$ cat config.mk
export PLATFORM = sky130hd
export DESIGN_NAME = io_responder
export DESIGN_NICKNAME = d
export VERILOG_FILES = /design/src/rtl/io_responder.sv
export SDC_FILE = /design/constraint.sdc
export NUM_CORES = 1
export LEC_CHECK = 0
export CAP_MARGIN = 20
export CELL_PAD_IN_SITES_DETAIL_PLACEMENT = 1
export CELL_PAD_IN_SITES_GLOBAL_PLACEMENT = 1
export CORE_MARGIN = 1
export CORE_UTILIZATION = 40
export CTS_CLUSTER_DIAMETER = 60
export DETAILED_ROUTE_END_ITERATION = 10
export GPL_TIMING_DRIVEN = 0
export PLACE_DENSITY = 0.87
export SYNTH_ARGS = -nofsm -noshare
export SYNTH_HDL_FRONTEND = slang
export SYNTH_SLANG_ARGS = --single-unit
$ cat constraint.sdc
create_clock -name clock -period 2 [get_ports clock]
set_input_delay 0.6 -clock clock [delete_from_list [all_inputs] [get_ports clock]]
set_output_delay 0.6 -clock clock [all_outputs]
set_load 0.05 [all_outputs]
$ cat src/rtl/io_responder.sv
// Memory-mapped I/O responder for the single-cycle CPU data bus: LEDs, debounced DIP switches, timer.
// Define IO_TIMER_EN to build the TCNT/TCMP/STAT timer; without it those offsets read 0 and ignore writes.
module io_responder #(
  parameter int LED_W           = 24,
  parameter int SW_W            = 24,
  parameter int DEBOUNCE_CYCLES = 16
) (
  input  logic             clock,
  input  logic             reset,
  input  logic             io_read,
  input  logic             io_write,
  input  logic [7:0]       addr,
  input  logic [31:0]      wdata,
  output logic [31:0]      rdata,
  input  logic [SW_W-1:0]  sw_in,
  output logic [LED_W-1:0] led_out
);

  localparam int               CNT_W    = $clog2(DEBOUNCE_CYCLES) + 1;
  localparam logic [CNT_W-1:0] CNT_LAST = CNT_W'(DEBOUNCE_CYCLES - 1);

  // Word offsets (byte offset >> 2) within the I/O page.
  typedef enum logic [5:0] {
    REG_LED   = 6'h18,
    REG_SW    = 6'h1C,
    REG_SWCHG = 6'h1D,
    REG_TCNT  = 6'h1E,
    REG_TCMP  = 6'h1F,
    REG_STAT  = 6'h20
  } reg_e;

  logic [5:0] word;
  logic       wr_led;
  logic       rd_swchg;
  logic       unused_bits;

  assign word        = addr[7:2];
  assign wr_led      = io_write && (word == REG_LED);
  assign rd_swchg    = io_read && (word == REG_SWCHG);
  assign unused_bits = ^{addr[1:0], wdata};

  // ---------------------------------------------------------------------------
  // LEDs
  // ---------------------------------------------------------------------------
  always_ff @(posedge clock) begin
    if (reset) begin
      led_out <= '0;
    end else if (wr_led) begin
      // NOTE: sequential state uses non-blocking assignments so every flop samples pre-edge values.
      led_out <= wdata[LED_W-1:0];
    end
  end

  // ---------------------------------------------------------------------------
  // Switches: 2-flop synchronizer, per-bit debounce counter, sticky change flags
  // ---------------------------------------------------------------------------
  logic [SW_W-1:0]  sw_meta;
  logic [SW_W-1:0]  sw_sync;
  logic [SW_W-1:0]  sw_db;
  logic [SW_W-1:0]  sw_chg;
  logic [SW_W-1:0]  sw_hit;
  logic [CNT_W-1:0] db_cnt [SW_W];

  // sw_hit[i]: bit i has held its new level long enough and is accepted this edge.
  always_comb begin
    // NOTE: default first so no path leaves sw_hit unassigned, which would infer a latch.
    sw_hit = '0;
    for (int i = 0; i < SW_W; i++) begin
      sw_hit[i] = (sw_sync[i] != sw_db[i]) && (db_cnt[i] == CNT_LAST);
    end
  end

  always_ff @(posedge clock) begin
    if (reset) begin
      sw_meta <= '0;
      sw_sync <= '0;
      sw_db   <= '0;
      sw_chg  <= '0;
      // NOTE: the counters are plain flops, not a RAM, so they reset with everything else;
      // an in-flight debounce must restart from zero after reset.
      for (int i = 0; i < SW_W; i++) begin
        db_cnt[i] <= '0;
      end
    end else begin
      sw_meta <= sw_in;
      sw_sync <= sw_meta;
      for (int i = 0; i < SW_W; i++) begin
        if (sw_sync[i] == sw_db[i]) begin
          db_cnt[i] <= '0;
        end else if (sw_hit[i]) begin
          db_cnt[i] <= '0;
          sw_db[i]  <= sw_sync[i];
        end else begin
          db_cnt[i] <= db_cnt[i] + CNT_W'(1);
        end
      end
      // A new change on the same edge as the clear-on-read survives the clear.
      sw_chg <= (rd_swchg ? '0 : sw_chg) | sw_hit;
    end
  end

  // ---------------------------------------------------------------------------
  // Timer
  // ---------------------------------------------------------------------------
`ifdef IO_TIMER_EN
  logic [31:0] tcnt;
  logic [31:0] tcmp;
  logic [31:0] tcnt_inc;
  logic        match;
  logic        ten;
  logic        wr_tcnt;
  logic        wr_tcmp;
  logic        wr_stat;

  assign wr_tcnt  = io_write && (word == REG_TCNT);
  assign wr_tcmp  = io_write && (word == REG_TCMP);
  assign wr_stat  = io_write && (word == REG_STAT);
  assign tcnt_inc = tcnt + 32'd1;

  always_ff @(posedge clock) begin
    if (reset) begin
      tcnt  <= '0;
      tcmp  <= '1;
      match <= 1'b0;
      ten   <= 1'b0;
    end else begin
      if (wr_tcnt) begin
        tcnt <= wdata;
      end else if (ten) begin
        tcnt <= tcnt_inc;
      end

      if (wr_tcmp) begin
        tcmp <= wdata;
      end

      if (wr_stat) begin
        ten <= wdata[1];
      end

      // A CPU write to TCNT suppresses the compare; a match beats a same-edge W1C.
      if (!wr_tcnt && ten && (tcnt_inc == tcmp)) begin
        match <= 1'b1;
      end else if (wr_stat && wdata[0]) begin
        match <= 1'b0;
      end
    end
  end
`endif

  // ---------------------------------------------------------------------------
  // Read mux: combinational from registered state, zero when no load is in progress
  // ---------------------------------------------------------------------------
  always_comb begin
    rdata = '0;
    if (io_read) begin
      case (word)
        REG_LED:   rdata = 32'(led_out);
        REG_SW:    rdata = 32'(sw_db);
        REG_SWCHG: rdata = 32'(sw_chg);
`ifdef IO_TIMER_EN
        REG_TCNT:  rdata = tcnt;
        REG_TCMP:  rdata = tcmp;
        REG_STAT:  rdata = {30'd0, ten, match};
`endif
        default:   rdata = '0;
      endcase
    end
  end

endmodule

After elaboration in Yosys (flattened, before gate mapping). Memories as Yosys holds them, arrays and structs flattened. Index checks and enable logic that the tools add are counted.

Word-level logic and storage cells: 616. Bits of input ports: 68. Bits in latches: 0. Memories: 1. ROM bits: 0. Output and inout port bits: 56. Memory bits (writable): 120. Flip-flop bits (word level): 120.

Shift operators: 0. Mux-type cells: 341. Reduce and logical (&&, ||, !) cells: 50. Divide/modulo/power cells: 0. Bitwise gates (word level): 97. Order comparisons: 0. Add/subtract/negate cells: 24. Equality and inequality tests: 75. Multiply operators: 0.

Memories: db_cnt (depth 24, bits a word 5, read ports 24, clocked after Yosys merged registers in 0, wr ports 24, RTL line 62) `logic [CNT_W-1:0] db_cnt [SW_W];`.

Operator list (count): $mux 5 (72); $mux 1 (266); $add 5x1->5 const B (24); $eq 5x4->1 const B (24); $or 1x1->1 (72); $pmux 24 s3 (1); $mux 24 (2); $reduce_and 2->1 (24); $logic_and 1x1->1 (26); $eq 1x1->1 (24); $ne 1x1->1 (24); $not 1->1 (24); $or 24x24->24 (1); $eq 6x5->1 const B (3).

Longest topological paths before layout. Gate-level depths: netlist of run 1. An unclocked memory read counts as a cell.

Word-level depth: 9. Mapped depth: 5. Mapped depth without buffers: 5.

Least setup slack after synthesis of run 1. No wires, ideal clock.

Path type: in2out. Start: input port addr[7]. End: output port rdata[15]. Path buffers: 2. Cell stages on the path: 5. Data required time: 1.400 ns. Setup slack: -0.694 ns. Arrival: 2.094 ns. Path through: and4bb_1 -> buf_4 -> buf_4 -> nand3_1 -> a21oi_1.

Cells in the longest elaborated chain, start to end: 3.

Ends and longest elaborated chain: start: declaration (RTL line 12) `input logic [7:0] addr,`; $eq 6x5->1 (RTL line 157) `case (word)`; $pmux 24 s3 (*) (RTL line 157); $mux 24 (*) (RTL line 156) `if (io_read) begin`; end: declaration (RTL line 14) `output logic [31:0] rdata,`.

Every way passes the cells marked *; elsewhere a longest branch is shown, timed or not.

Worst setup path after layout of run 1.
Start: input port io_read. End: output port rdata[12].

Cells in the longest elaborated chain, start to end: 1.

Ends and longest elaborated chain: start: declaration (RTL line 10) `input logic io_read,`; $mux 24 (RTL line 156).

No other way between the ends.

==> results of run 1 <==
==> worst paths after layout <==
check | from | endpoint | slack, ps | cells after the start
worst min-delay path | sw_meta[3] | sw_sync[3] | 440 | 1
worst max-delay path | io_read | rdata[12] | -530 | 5
worst min register to register | sw_meta[3] | sw_sync[3] | 440 | 1
worst max register to register | db_cnt[0][30] | db_cnt[0][30] | 90 | 5
==> layout make-up <==
class                   instances  area, um2
plain buffers                  50        437
well taps                     335        419
clock inverters                12       85.1
repair buffers                111       1160
flip-flops and latches        240       6010
clock buffers                  38        768
diodes                          1       2.50
inverters                      72        270
fillers                      2859      11900
multi-input cells             760       5180
==> logic make-up (layout without fill, tap and decap cells) <==
group / count (synthesis) / after routing / share of synthesized area (%)
AOI/OAI and AO/OA: 96 / 96 / 5.84
buffers and inverters: 122 / 283 / 5.16
adders and majority gates: 48 / 48 / 5.56
xor gates and xnor gates: 72 / 72 / 5.84
and+or+nand+nor: 368 / 368 / 17.5
other: 2 / 129 / 0.0695
DFF: 240 / 240 / 55.6
muxes: 48 / 48 / 4.45
==> per-stage QoR <==
stage	setup WS (ps)	hold slack, ps	total power [W]	TNS [ps]
2_1_floorplan	-295	414	0.00590	-6830
3_3_place_gp	-1840	418	0.00616	-51980
3_5_place_dp	-1920	427	0.00620	-56360
4_1_cts	-492	442	0.0110	-11020
5_1_grt	-538	453	0.0113	-12420
6_report	-529	443	0.0110	-11920
==> synthesized netlist by cell type <==
| cell type | n |
|---|---|
| a22oi_1 | 24 |
| nor2_2 | 1 |
| clkbuf_1 | 21 |
| inv_1 | 72 |
| nor2_1 | 144 |
| a211o_1 | 24 |
| xnor2_1 | 48 |
| or3_1 | 24 |
| a21oi_1 | 24 |
| nor2b_1 | 49 |
| xor2_1 | 24 |
| conb_1 | 2 |
| and3_1 | 26 |
| dfxtp_1 | 120 |
| buf_6 | 1 |
| and2_1 | 1 |
| mux2i_1 | 48 |
| and4bb_1 | 1 |
| edfxtp_1 | 120 |
| buf_12 | 2 |
| nand3_1 | 49 |
| nand2b_1 | 73 |
| ha_1 | 48 |
| buf_1 | 1 |
| o21ai_0 | 17 |
| buf_4 | 11 |
| o21ai_1 | 7 |
| buf_2 | 14 |
==> flip-flops by register name, indices dropped and copies added (netlist names) <==
register and count:
db_cnt 120, led_out 24, sw_chg 24, sw_db 24, sw_meta 24, sw_sync 24
==> power groups by stage <==
stage	registers, W	logic, W	clock network [W]
after global routing	0.00543	0.000810	0.00508
final	0.00542	0.000748	0.00481
after global placement	0.00550	0.000655	0
after CTS	0.00542	0.000726	0.00488
after detailed placement	0.00552	0.000679	0
after floorplan	0.00549	0.000407	0
==> metal layers <==
metal  up-vias  wire length (um)  global-route usage (%)
met2       243             15900                    41.3
met1      3957             12000                    25.2
met5         -                 0                       0
li1       3791                 -                       -
met3        66              1560                    3.05
met4         0               930                    8.53
==> cell usage in the layout (no fill, tap or decap), types with 3 or more instances in the layout <==
cell type,n
nor2_1,144
conb_1,128
edfxtp_1,120
dfxtp_1,120
nand2b_1,73
inv_1,72
clkdlybuf4s50_1,50
xnor2_1,48
nor2b_1,48
mux2i_1,48
ha_1,48
nand3_1,37
clkbuf_16,30
buf_6,28
and3_1,26
a21oi_4,24
xor2_1,24
a211o_1,24
clkbuf_1,23
clkdlybuf4s15_2,22
a22oi_2,20
or3_1,20
o21ai_0,17
buf_4,14
nand3_2,11
buf_2,10
clkbuf_8,8
o21ai_1,7
clkinv_1,6
buf_8,5
buf_12,4
a22oi_1,4
or3_4,4
clkinv_2,3
clkdlybuf4s18_2,3
==> timing repair <==
action | CTS | global route
pin swaps | 2 | 2
endpoints found under the setup margin | 48 | 33
setup buffers | 5 | 0
cloned | 2 | 0
gates resized for setup | 312 | 12
==> impl_metrics.json, run 1 <==
{
  "synth-seq-cells": 240,
  "final-hold-violation-count": 0,
  "nets": 1378,
  "worstPathRequired_ps": 1400,
  "cts_tree": "done",
  "syn_to_final_growth_pct": 32.7,
  "root_buffer": "clkbuf_16",
  "cp.arrival_ps": 1930,
  "grt_max_degree": 14,
  "yosysWarnings": 0,
  "p_sw_w": 0.00254,
  "coreArea_um2": 26300,
  "rows": 59,
  "numClockSinks": 240,
  "synthCells": 996,
  "peakVddDrop_uv": 468,
  "cap_viol_max_count": 0,
  "dr.pass1.iters": 8,
  "yosysTopAreaCell": "edfxtp_1",
  "status": "complete, but fails checks",
  "power_frac_seq_pct": 49.3,
  "via_count": 8057,
  "switching_share_pct": 23.2,
  "clkTransAtPathRegs_ps": 60,
  "grt_pass1_wl_um": 47200,
  "setup_ws_ps": -529,
  "power_frac_clock_pct": 43.8,
  "p_leak_nw": 5.38,
  "critical_path.max_fanout": 6,
  "slew_viol_final": 0,
  "fin_crit_ps": 2530,
  "placed_area_um2": 13100,
  "rsz0062_at_grt": "true",
  "finalCritPeriodShare_pct": 126,
  "grtUsageTotal_pct": 22.0,
  "max_freq_mhz": 395,
  "ant_nets": 0,
  "crit_family": "buffers and inverters",
  "synth_area_per_cell_um2": 10.8,
  "synth_seq_area_share_pct": 55.6,
  "cpPeakStageDelay_ps": 550,
  "clk_latency_ps": 540,
  "placed_cells": 1561,
  "wl_per_cell_um": 18.8,
  "yosys-top-cells-area": "edfxtp_1, dfxtp_1, ha_1",
  "worstSetupPathType": "input pin to output port",
  "place_congestion": 0.779,
  "critPathSlowestCell": "clkdlybuf4s50_1",
  "fin_cells": 1619,
  "die_w_um": 166,
  "dieArea_um2": 27700,
  "drt_iter0_markers": 401,
  "hold_class": "flip-flop to flip-flop",
  "violations": "DRC, setup timing",
  "cts_buffers": 27,
  "stdcell_area_um2": 14300,
  "syn_area_um2": 10800,
  "slew_headroom_pct": 40.3,
  "p_per_area_nw_per_um2": 766,
  "io_pins": 124,
  "synth_top_cell_area_share_pct": 33.4,
  "dieHeight_um": 166,
  "antenna_found_initial": 0,
  "comb_power_share_pct": 6.8,
  "start_kind": "input pin",
  "crit_chain": "clkdlybuf4s50_1 -> nand3_4 -> clkbuf_16 -> a21oi_4 -> buf_6",
  "fin_util_pct": 54.5,
  "p_int_w": 0.00843,
  "drive_gt1_share_pct": 15.0,
  "first_global_vias": 8853,
  "tightest_slew_ps": 896,
  "initial_utilization_pct": 41.1,
  "wirelength_um": 30400,
  "path_buf_inv": 3,
  "drt-vias-per-instance": 4.98,
  "setup_viol": 24,
  "ys_types": 28,
  "clock-skew-final_ps": 12.8,
  "gr-total-overflow": 0,
  "end_kind": "output port",
  "htreeDepth": 1,
  "drc": 16,
  "clockBufferDepth": 3,
  "dp_hpwl_um": 20800,
  "hold_buffers": 0,
  "numPortBuffers": 104
}
Power figures use the tool's default switching activity.
==> inputs of run 2 (changes only) <==
--- a/config.mk
+++ b/config.mk
@@ -13,6 +13,7 @@
 export CTS_CLUSTER_DIAMETER = 60
 export DETAILED_ROUTE_END_ITERATION = 10
 export GPL_TIMING_DRIVEN = 0
+export MAX_ROUTING_LAYER = met4
 export PLACE_DENSITY = 0.87
 export SYNTH_ARGS = -nofsm -noshare
 export SYNTH_HDL_FRONTEND = slang
==> run 2 against run 1 <==
  * The flow still finishes with violations (DRC, setup timing)
  * Final area hardly changed
  * Total power about the same
  * Clock skew about the same
  * Sequential cell count unchanged
  * Critical endpoint unchanged
  * Setup slack better by 7.9 ps
  * Final cell count about the same
  * Clock power about the same
  * Non-clock buffer count unchanged
  * Register-to-register slack about the same
  * Sequential power about the same
  * Count of clock-buffer cells in the layout did not move
  * Die area is the same
==> impl_metrics.json, run 2 (synthesized netlist as in run 1, its figures left out) <==
{
  "worstPathRequired_ps": 1400,
  "root_buffer": "clkbuf_16",
  "crit_family": "buffers and inverters",
  "coreArea_um2": 26300,
  "final_common_cell": "nor2_1",
  "gr-total-overflow": 0,
  "most-common-layout-cells": "nor2_1, conb_1, edfxtp_1, dfxtp_1, nand2b_1",
  "status": "complete, but fails checks",
  "dieArea_um2": 27700,
  "drt_iter0_markers": 444,
  "cp.arrival_ps": 1920,
  "clock-skew-final_ps": 13.0,
  "diodes": 0,
  "fin_crit_ps": 2520,
  "die_w_um": 166,
  "hold_class": "flip-flop to flip-flop",
  "first_global_vias": 8850,
  "io_pins": 124,
  "p_per_area_nw_per_um2": 766,
  "end_kind": "output port",
  "cts_tree": "done",
  "drive_gt1_share_pct": 15.1,
  "ant_nets": 0,
  "dieHeight_um": 166,
  "slew_headroom_pct": 42.2,
  "place_ws_ps": -1920,
  "via_count": 8071,
  "tightest_slew_ps": 867,
  "cap_viol_max_count": 0,
  "setup_ws_ps": -522,
  "crit_top_cell": "buf_6",
  "slew_viol_final": 0,
  "placed_cells": 1561,
  "top_register": "db_cnt",
  "final-hold-violation-count": 0,
  "wirelength_um": 30400,
  "dp_hpwl_um": 20800,
  "initial_utilization_pct": 41.1,
  "violations": "DRC, setup timing",
  "rows": 59,
  "cts_buffers": 27,
  "htreeDepth": 1,
  "largest_reg_flops": 120,
  "path_buf_inv": 4,
  "wl_per_cell_um": 18.8,
  "peakVddDrop_uv": 467,
  "hold_buffers": 0,
  "clkTransAtPathRegs_ps": 60,
  "p_leak_nw": 5.38,
  "worstSetupPathType": "input pin to output port",
  "critical_path.max_fanout": 6,
  "numPortBuffers": 104,
  "nets": 1378,
  "antenna_found_initial": 0,
  "grt_pass1_wl_um": 47200,
  "rsz0062_at_grt": "true",
  "grt_max_degree": 14,
  "max_freq_mhz": 397,
  "syn_to_final_growth_pct": 32.7,
  "grtUsageTotal_pct": 22.7,
  "place_congestion": 0.789,
  "setup_viol": 24,
  "dr.pass1.iters": 8,
  "drc": 8,
  "numClockSinks": 240,
  "critPathSlowestCell": "and4bb_4",
  "finalCritPeriodShare_pct": 126,
  "drt-vias-per-instance": 4.99,
  "clk_latency_ps": 540,
  "clockBufferDepth": 3,
  "crit_chain": "buf_6 -> and4bb_4 -> buf_6 -> nand3_4 -> clkbuf_16 -> a21oi_4 -> buf_6",
  "start_kind": "input pin",
  "fin_cells": 1618,
  "cpPeakStageDelay_ps": 380
}
run 2: cell count changes in the layout (fill, tap and decap cells not counted):
cell and delta:
nand3_1 -1, diode_2 -1, nand3_2 +1
run 2: path summary, 6_finish.rpt:
kind,endpoint,cells past startpoint,slack [ps],startpoint
worst max register to register,db_cnt[0][30],5,90,db_cnt[0][30]
worst min-delay path,sw_sync[3],1,440,sw_meta[3]
worst min register to register,sw_sync[3],1,440,sw_meta[3]
worst max-delay path,rdata[12],7,-520,addr[3]
run 2: timing repair:
action                     4_1_cts  5_1_grt
pin swaps                        2        2
buffers inserted                 5        0
resized for setup              312       13
cloned                           2        0
setup endpoints to repair       48       33
run 2: where the power goes:
part | switching [W] | internal, W | total (W)
sequential | 0.0000958 | 0.00532 | 0.00542
clock | 0.00201 | 0.00280 | 0.00481
combinational | 0.000433 | 0.000314 | 0.000748
run 2: cell type report:
class | count | area (um2)
clock buffer | 38 | 768
inverter | 72 | 270
sequential | 240 | 6010
tap | 335 | 419
timing repair buffer | 111 | 1160
fill | 2861 | 11900
multi-input combinational | 760 | 5190
buffer | 50 | 437
clock inverter | 12 | 85.1
run 2: worst register-to-register path, stage by stage, from the launching register on:
cell and delay [ps]:
edfxtp_1 450, ha_1 260, and3_1 170, ha_1 250, or3_4 440, nor2_1 170
run 2: per-layer routing:
| layer | vias to the layer above | track usage [%] | routed length, um |
|---|---|---|---|
| li1 | 3789 | - | - |
| met1 | 3963 | 25.4 | 12100 |
| met2 | 252 | 41.3 | 15800 |
| met3 | 67 | 2.88 | 1530 |
| met4 | 0 | 8.53 | 958 |
| met5 | - | - | 0 |
run 2: metrics by stage:
stage / total power, W / cell area (um2) / TNS (ps) / utilization (%) / hold WS [ps]
finish: 0.0110 / 14300 / -11850 / 54.5 / 443
detailed placement: 0.00620 / 13100 / -56360 / 49.9 / 427
global route: 0.0113 / 14300 / -12420 / 54.5 / 453
global placement: 0.00616 / 13100 / -51980 / 49.9 / 418
CTS: 0.0110 / 14300 / -11020 / 54.4 / 442
floorplan: 0.00590 / 11600 / -6830 / - / 414
==> inputs of run 3 (changes only) <==
==> config.mk (replaced) <==
export PLATFORM = sky130hd
export DESIGN_NAME = io_responder
export DESIGN_NICKNAME = d
export VERILOG_FILES = /design/src/rtl/io_responder.sv
export SDC_FILE = /design/constraint.sdc
export NUM_CORES = 1
export LEC_CHECK = 0
export CELL_PAD_IN_SITES_DETAIL_PLACEMENT = 1
export CELL_PAD_IN_SITES_GLOBAL_PLACEMENT = 1
export CORE_MARGIN = 1
export CORE_UTILIZATION = 30
export CTS_CLUSTER_DIAMETER = 60
export DETAILED_ROUTE_END_ITERATION = 10
export GPL_TIMING_DRIVEN = 0
export MAX_ROUTING_LAYER = met4
export PLACE_DENSITY = 0.71
export SYNTH_ARGS = -nofsm -noshare
export SYNTH_HDL_FRONTEND = slang
export SYNTH_SLANG_ARGS = --single-unit
==> run 3 against run 2 <==
  * The flow finishes with violations (setup timing)
  * Total power is 0.95% lower
  * Die area is 33% higher
  * Clock power fell by 2%
  * Final area grew 0.46%
  * Non-clock buffer count is 3 higher
  * Setup slack worse by 37 ps
  * Maximum frequency is 1.4% lower
  * Count of clock-buffer cells in the layout grew 2
  * Utilization is 14 points lower
  * Largest cell class unchanged
==> impl_metrics.json, run 3 (synthesized netlist as in run 1, its figures left out) <==
{
  "peakVddDrop_uv": 601,
  "largest_reg_flops": 120,
  "fin_crit_ps": 2560,
  "setup_ws_ps": -558,
  "finalCritPeriodShare_pct": 128,
  "grtUsageTotal_pct": 16.7,
  "max_freq_mhz": 391,
  "cap_viol_max_count": 0,
  "dp_hpwl_um": 20800,
  "hold_class": "flip-flop to flip-flop",
  "io_pins": 124,
  "worstSetupPathType": "input pin to output port",
  "dr.pass1.iters": 4,
  "final-hold-violation-count": 0,
  "hold_buffers": 0,
  "clockBufferDepth": 3,
  "gr-total-overflow": 0,
  "drc": 0,
  "power_frac_seq_pct": 49.8,
  "rsz0062_at_grt": "true",
  "wl_per_cell_um": 16.6,
  "slew_headroom_pct": 41.3,
  "switching_share_pct": 23.4,
  "drt-vias-per-instance": 4.46,
  "power_frac_clock_pct": 43.5,
  "grt_pass1_wl_um": 45000,
  "wirelength_um": 29100,
  "clock-skew-final_ps": 13.4,
  "initial_utilization_pct": 30.4,
  "comb_power_share_pct": 6.7,
  "slew_viol_final": 0,
  "setup_viol": 24,
  "rows": 69,
  "stdcell_area_um2": 14400,
  "p_per_area_nw_per_um2": 755,
  "drt_iter0_markers": 278,
  "place_congestion": 0.789,
  "violations": "setup timing",
  "grt_max_degree": 14,
  "cts_buffers": 28,
  "nets": 1382,
  "root_buffer": "clkbuf_16",
  "first_global_vias": 8147,
  "numClockSinks": 240,
  "diodes": 0,
  "via_count": 7798,
  "die_w_um": 192,
  "drive_gt1_share_pct": 14.7,
  "place_ws_ps": -1910,
  "critical_path.max_fanout": 7,
  "htreeDepth": 1,
  "p_leak_nw": 5.38,
  "final_common_cell": "nor2_1",
  "numPortBuffers": 104,
  "ant_nets": 0,
  "p_int_w": 0.00832,
  "placed_area_um2": 13300,
  "cp.arrival_ps": 1960,
  "fillers": 3969,
  "dieHeight_um": 192,
  "worstPathRequired_ps": 1400,
  "cts_tree": "done",
  "coreArea_um2": 35500,
  "start_kind": "input pin",
  "clkTransAtPathRegs_ps": 60,
  "clk_latency_ps": 540,
  "antenna_found_initial": 0,
  "dieArea_um2": 36800,
  "top_register": "db_cnt",
  "tightest_slew_ps": 880,
  "status": "complete, but fails checks",
  "most-common-layout-cells": "nor2_1, conb_1, edfxtp_1, dfxtp_1, nand2b_1",
  "p_sw_w": 0.00255,
  "end_kind": "output port",
  "power.total_w": 0.0109,
  "syn_to_final_growth_pct": 33.3
}
==> run 3: worst paths after layout <==
kind | from | cells after the start | to | slack (ps)
setup / recovery | addr[3] | 7 | rdata[10] | -560
hold / removal | sw_meta[4] | 1 | sw_sync[4] | 440
setup reg to reg | db_cnt[0][35] | 5 | db_cnt[0][37] | 80
hold reg to reg | sw_meta[4] | 1 | sw_sync[4] | 440
==> run 3: per-stage QoR <==
stage	hold slack, ps	instances	util, %	setup TNS, ps
after floorplan	414	1122	-	-6830
after global placement	418	1687	37.4	-68350
after detailed placement	428	1687	37.4	-70420
after CTS	442	1748	40.4	-13600
after global routing	458	1749	40.6	-13960
final	438	1749	40.6	-12680
==> run 3: cell type report <==
cell class                      count  area (um2)  share of cell area, %
Tap cell                          461         577                   4.01
Clock inverter                     12        62.6                  0.434
Sequential cell                   240        6010                   41.7
Timing Repair Buffer              114        1180                   8.19
Inverter                           72         270                   1.88
Clock buffer                       40         777                   5.40
Multi-Input combinational cell    760        5130                   35.6
Buffer                             50         399                   2.77
==> run 3: repair_timing <==
action,in CTS,in global routing
setup buffers,7,1
pin swaps,4,1
setup endpoints to repair,51,24
gates cloned,2,0
resized for setup,279,29
==> run 3: critical path, cell delays in order <==
cell and delay, ps:
buf_6 90, and4bb_4 390, buf_12 120, nand3_4 170
clkbuf_16 240, a21oi_4 160, buf_6 180
==> run 3: power by group through the flow <==
stage	Combinational, W	Clock (W)	Sequential [W]
floorplan	0.000407	0	0.00549
global placement	0.000678	0	0.00551
detailed placement	0.000694	0	0.00552
CTS	0.000721	0.00485	0.00541
global route	0.000804	0.00504	0.00543
finish	0.000728	0.00473	0.00541
==> run 3: metal layers <==
metal / routed length [um] / global-route usage [%] / up-vias
li1: - / - / 3787
met1: 12700 / 21.2 / 3777
met2: 13900 / 27.6 / 187
met3: 1710 / 2.23 / 47
met4: 769 / 4.91 / 0
met5: 0 / - / -
